===== src/rtl/pipe_decode_writeback.sv =====
// rtl/pipe_decode_writeback.sv - Y86-64 PIPE register file, operand forwarding and D->E pipeline register
module pipe_decode_writeback #(
    parameter int                 DATA_W    = 64,
    parameter int                 NREGS     = 15,
    parameter int                 RID_W     = 4,
    parameter int                 RSP_ID    = 4,
    parameter logic [DATA_W-1:0]  RSP_RESET = '0
) (
    input  logic                    clk,
    input  logic                    rst_n,
    input  logic [RID_W-1:0]        d_srcA,
    input  logic [RID_W-1:0]        d_srcB,
    input  logic                    d_sel_valP,
    input  logic [DATA_W-1:0]       d_valP,
    input  logic [RID_W-1:0]        e_dstE,
    input  logic [DATA_W-1:0]       e_valE,
    input  logic [RID_W-1:0]        M_dstM,
    input  logic [DATA_W-1:0]       m_valM,
    input  logic [RID_W-1:0]        M_dstE,
    input  logic [DATA_W-1:0]       M_valE,
    input  logic [RID_W-1:0]        W_dstM,
    input  logic [DATA_W-1:0]       W_valM,
    input  logic [RID_W-1:0]        W_dstE,
    input  logic [DATA_W-1:0]       W_valE,
    input  logic                    E_stall,
    input  logic                    E_bubble,
    output logic [DATA_W-1:0]       d_valA,
    output logic [DATA_W-1:0]       d_valB,
    output logic [DATA_W-1:0]       E_valA,
    output logic [DATA_W-1:0]       E_valB,
    output logic [RID_W-1:0]        E_srcA,
    output logic [RID_W-1:0]        E_srcB,
    output logic [NREGS*DATA_W-1:0] regs_flat
);

    localparam logic [RID_W-1:0] RNONE = '1;

    logic [DATA_W-1:0] regs [NREGS];

    // Architectural file; the M port is written last so it wins a same-ID conflict.
    // IDs outside 0..NREGS-1 (including RNONE) match no entry and write nothing.
    always_ff @(posedge clk or negedge rst_n) begin
        if (!rst_n) begin
            for (int i = 0; i < NREGS; i++) begin
                regs[i] <= (i == RSP_ID) ? RSP_RESET : '0;
            end
        end else begin
            for (int i = 0; i < NREGS; i++) begin
                if (W_dstE == RID_W'(i)) regs[i] <= W_valE;
                if (W_dstM == RID_W'(i)) regs[i] <= W_valM;
            end
        end
    end

    // Youngest producer first; an RNONE source never matches, which also
    // keeps an RNONE destination from ever matching.
    function automatic logic [DATA_W-1:0] resolve(input logic [RID_W-1:0] src);
        logic [DATA_W-1:0] val;
        val = '0;
        for (int i = 0; i < NREGS; i++) begin
            if (src == RID_W'(i)) val = regs[i];
        end
        if (src != RNONE) begin
            if      (src == e_dstE) val = e_valE;
            else if (src == M_dstM) val = m_valM;
            else if (src == M_dstE) val = M_valE;
            else if (src == W_dstM) val = W_valM;
            else if (src == W_dstE) val = W_valE;
        end
        return val;
    endfunction

    // Combinational operand selection; valP overrides the A path for call/jXX.
    always_comb begin
        d_valA = resolve(d_srcA);
        d_valB = resolve(d_srcB);
        if (d_sel_valP) d_valA = d_valP;
    end

    // E-stage register: stall holds and beats bubble, bubble inserts a NOP.
    always_ff @(posedge clk or negedge rst_n) begin
        if (!rst_n) begin
            E_valA <= '0;
            E_valB <= '0;
            E_srcA <= RNONE;
            E_srcB <= RNONE;
        end else if (E_stall) begin
            E_valA <= E_valA;
            E_valB <= E_valB;
            E_srcA <= E_srcA;
            E_srcB <= E_srcB;
        end else if (E_bubble) begin
            E_valA <= '0;
            E_valB <= '0;
            E_srcA <= RNONE;
            E_srcB <= RNONE;
        end else begin
            E_valA <= d_valA;
            E_valB <= d_valB;
            E_srcA <= d_srcA;
            E_srcB <= d_srcB;
        end
    end

    genvar g;
    generate
        for (g = 0; g < NREGS; g++) begin : g_flat
            assign regs_flat[g*DATA_W +: DATA_W] = regs[g];
        end
    endgenerate

endmodule

===== config.mk =====
export PLATFORM = sky130hd
export DESIGN_NAME = pipe_decode_writeback
export DESIGN_NICKNAME = d
export VERILOG_FILES = /design/src/rtl/pipe_decode_writeback.sv
export SDC_FILE = /design/constraint.sdc
export NUM_CORES = 2
export LEC_CHECK = 0
export CELL_PAD_IN_SITES_DETAIL_PLACEMENT = 1
export CELL_PAD_IN_SITES_GLOBAL_PLACEMENT = 1
export CORE_AREA = 2 2 636 638
export DETAILED_ROUTE_END_ITERATION = 7
export DIE_AREA = 0 0 638 640
export GPL_TIMING_DRIVEN = 0
export PLACE_DENSITY = 0.54
export SLEW_MARGIN = 20
export SYNTH_ARGS = -nofsm -noshare
export SYNTH_HDL_FRONTEND = slang
export SYNTH_SLANG_ARGS = --single-unit

===== constraint.sdc =====
create_clock -name clk -period 10.3 [get_ports clk]
set_clock_uncertainty 0.1 [all_clocks]
set_input_delay 2.06 -clock clk [delete_from_list [all_inputs] [get_ports clk]]
set_output_delay 2.06 -clock clk [all_outputs]
set_load 0.1 [all_outputs]

==> flow_results.org <==
** Timing
- Setup violations remaining at the end of the flow were counted as 103.
- Upper clock frequency limit :: 91.84 MHz
- Post-route minimum period :: 10.89 ns
- Relative slew margins :: under 10%
- Final-report hold violation count :: 0
- Number of pins with negative max-slew slack in the final report :: 0
- Post-route clock period utilization :: 105.7%
- Across all hold checks on the routed design, the worst slack comes to 0.3902 ns.
- Crit path setup slack, layout :: -0.5890 ns
- Setup repair after global routing could not meet its margin everywhere.
- At the pin with the least slew margin, the transition time is 1.404 ns.

** Detailed routing
- The first detailed-routing pass ran for 8 iterations.
- Per-cell via count in the routed design :: ~6.5
- Vias after detailed routing :: around 100k
- Routed wire length per instance :: 67.80 um
- Once detail routing completed, the nets flagged for antenna violations numbered 0.
- The routed design has ~1,100,000 um of wire.
- Starting DRT DRC Count :: 17.02k
- After detailed routing, the number of remaining DRC violations is 47.

** Clocking
- The clock passes through at most 4 buffers.
- The clock drives 1,096 sinks.
- The tree is rooted in a sky130_fd_sc_hd__clkbuf_16.
- H-tree depth :: 4
- Clock tree synthesis inserted a total of approximately 150 buffers.
- Clock-pin slew of the registers on the worst-case setup and hold paths :: 0.05 ns
- Clock latency reported for the late side of the worst-skew pair :: 1.01 ns
- Clock tree from TritonCTS :: built

** Power
- Power density relative to cell area :: between 200 and 300 nW/um2
- Leakage :: 0.04100 uW
- Total design power :: 30,150 uW
- IR analysis of the VDD net gives a maximum drop of 0.1884 mV.

** Setup path
- Top fanout value on the critical path :: 10
- Class of the most critical setup path :: in -> out
- Kind of end point of the critical path :: primary output
- STA classifies the critical path startpoint as an input port.
- In this run the critical register-to-register path is captured at E_valB[41].
- Reg2reg setup slack :: 6.42 ns
- Data required, critical path :: between 8 and 9 ns
- R2R depth :: 7
- Critical path arrival :: 8.73 ns
- Crit Reg-Reg Startpoint :: regs_flat[169]

** Min path
- The worst hold path was traced through 2 stages.
- Worst Hold Launch :: E_valB[21]
- For hold timing, the worst endpoint is E_valB[21].
- The tightest min-delay check is of the reg -> reg type.

** Place
- The wire-length estimate of the detail-placed layout is 877,600 um.
- Port buffering added 1,501 buffers.
- Placer's final routability congestion estimate :: ~1.1

** Synth
- Cell area after synthesis :: 73,020 um2
- Most frequent cells after synthesis :: sky130_fd_sc_hd__mux2i_1 (1,106), sky130_fd_sc_hd__nand2_1 (1,095), sky130_fd_sc_hd__dfrtp_1 (1,088)
- In this run, synthesis produced a sequential element count of between 1k and 1.5k.
- Post-synth top area share :: 37.29%
- Mapped Avg Cell Area :: 8.726 um2
- In the post-synthesis netlist, the biggest area contributors are sky130_fd_sc_hd__dfrtp_1 (37%), sky130_fd_sc_hd__mux2i_1 (15%), sky130_fd_sc_hd__o21ai_0 (6.7%).
- Cell taking the most area after synthesis :: sky130_fd_sc_hd__dfrtp_1
- The share of the Yosys chip area taken by registers is roughly 38%.
- Post-synth EDFFs :: 0
- Number of distinct standard cells referenced by the synthesized netlist :: 84
- Dominant synthesized flop cell :: sky130_fd_sc_hd__dfrtp_1
- Of all flip-flops after synthesis, the portion carrying an async set or reset was 100.0%.
- During synthesis, Yosys emitted a total of 0 warnings.
- Synthesis handed over a netlist of 8,368 instances.
- sky130_fd_sc_hd__mux2i_1 is the most common cell in the netlist.
- Post-Synthesis Net Count :: 8,785

** Global routing
- Residual overflow from global routing :: 0
- Entering global routing, the biggest net connects about 130 pins.
- The number of global-route vias before repair is 93.03k.
- The first global-routing pass estimated 1,294,000 um of wire.
- The initial antenna violation count is 333.
- Total global-route track usage :: around half

** Run status
- Violations in the final reports :: design-rule violations, negative setup slack
- Result of the run :: complete, but fails checks

** Floorplan
- Overall die height :: 640 um
- Starting utilization of the core area :: 18.19%
- Boundary pin count :: 1,641
- Core ar. :: roughly 400,000 um2
- Area enclosed by the die boundary :: between 400,000 and 500,000 um2
- In this run the core area contains between 200 and 250 standard-cell rows.
- In this run the horizontal extent of the chip is 638 um.

** Run
- Number of maximum-capacitance constraint violations :: 0

** Finish
- In the final design database the tool counted about 11k nets.
- From synthesis to final layout, the design area changed by 45.66%.
- Of the cells placed in the final design, the portion with a size suffix greater than 1 is 13.94%.
[layout make-up]
class | instances | area (um2)
fillers | 46430 | 295100
multi-input cells | 6174 | 41720
flip-flops and latches | 1096 | 27440
repair buffers | 1763 | 19990
well taps | 5287 | 6615
plain buffers | 1055 | 4897
clock buffers | 219 | 4344
diodes | 256 | 640.6
clock inverters | 45 | 550.5
inverters | 42 | 160.2
[cell families (layout without fill, tap and decap cells)]
kind of cell,count (synthesis),after routing,share of synthesized area [%]
xor+xnor,40,40,0.4798
compound gates,2807,2807,25.07
other cells,0,256,0
flops,1096,1096,37.57
buf+inv,1098,3124,6.165
simple gates,2057,2057,11.79
mux,1270,1270,18.92
[cells in the final DEF, fill, tap and decap left out, types with 50 or more instances in the layout]
master / n
sky130_fd_sc_hd__clkbuf_1: 493
sky130_fd_sc_hd__a22oi_1: 187
sky130_fd_sc_hd__o2bb2ai_1: 50
sky130_fd_sc_hd__dfrtp_1: 1086
sky130_fd_sc_hd__nor2_1: 569
sky130_fd_sc_hd__mux2i_1: 1106
sky130_fd_sc_hd__buf_4: 99
sky130_fd_sc_hd__diode_2: 256
sky130_fd_sc_hd__a221oi_1: 118
sky130_fd_sc_hd__buf_2: 242
sky130_fd_sc_hd__nor3_1: 93
sky130_fd_sc_hd__o221ai_1: 146
sky130_fd_sc_hd__a22o_1: 110
sky130_fd_sc_hd__o22ai_1: 99
sky130_fd_sc_hd__buf_16: 109
sky130_fd_sc_hd__a221o_1: 53
sky130_fd_sc_hd__clkdlybuf4s50_1: 1393
sky130_fd_sc_hd__a21oi_1: 518
sky130_fd_sc_hd__clkbuf_16: 151
sky130_fd_sc_hd__mux4_2: 80
sky130_fd_sc_hd__buf_12: 71
sky130_fd_sc_hd__nand2_1: 1091
sky130_fd_sc_hd__o21ai_0: 963
sky130_fd_sc_hd__mux2_2: 84
sky130_fd_sc_hd__clkbuf_2: 248
sky130_fd_sc_hd__buf_1: 68
[routing by layer]
metal	wire length, um	global-route usage, %
met5	1185	1.879
met4	126300	48.20
met3	134600	24.86
met2	430000	70.69
met1	388500	56.01
[critical path, cell delays in order]
cell and delay [ns]:
sky130_fd_sc_hd__clkdlybuf4s50_1 0.50, sky130_fd_sc_hd__buf_4 0.26, sky130_fd_sc_hd__buf_4 0.42, sky130_fd_sc_hd__buf_4 0.47, sky130_fd_sc_hd__buf_2 0.79, sky130_fd_sc_hd__buf_4 0.66
sky130_fd_sc_hd__buf_4 0.60, sky130_fd_sc_hd__a21oi_1 0.08, sky130_fd_sc_hd__nor3_1 0.36, sky130_fd_sc_hd__o21a_1 0.81, sky130_fd_sc_hd__o21ai_0 0.48, sky130_fd_sc_hd__clkdlybuf4s50_1 1.09
[power by group]
group / leakage, uW / switching [uW] / internal (uW)
Sequential: 0.0133 / 3490 / 5160
Clock: 0.00239 / 2510 / 3060
Combinational: 0.0253 / 12600 / 3300
[what timing repair did]
action / CTS / global route
pin swaps: 2 / 0
setup buffers: 6 / 0
hold buffers: 0 / 0
endpoints found under the setup margin: 81 / 54
cloned: 0 / 0
gates resized for setup: 141 / 65
[how the worst max path moves through the flow]
stage	startpoint	to	cells past startpoint
after floorplan	d_srcA[2]	d_valA[20]	9
after global placement	rst_n	regs_flat[894]	1
after detailed placement	d_srcA[1]	d_valA[27]	14
after CTS	d_srcB[0]	d_valB[62]	10
after global routing	d_srcB[0]	d_valB[2]	14
final	d_srcA[0]	d_valA[48]	12
[sequential cells by signal (all words and copies together) (netlist names)]
register,count
E_valB,64
E_srcA,4
E_valA,64
E_srcB,4
regs_flat,960
[stage by stage]
| step | setup TNS [ns] | std cells | setup WS [ns] | util [%] | instance area (um2) |
|---|---|---|---|---|---|
| 2_1_floorplan | 0 | 8368 | 1.500 | - | 73020 |
| 3_3_place_gp | - | 15160 | -50.27 | 23.58 | 94660 |
| 3_5_place_dp | -35.05 | 15400 | -1.262 | 25.00 | 100400 |
| 4_1_cts | -0.01535 | 15670 | -0.01535 | 26.26 | 105400 |
| 5_1_grt | -0.03439 | 15740 | -0.02673 | 26.37 | 105900 |
| 6_report | -28.83 | 15940 | -0.5890 | 26.50 | 106400 |
Power figures use the tool's default switching activity.
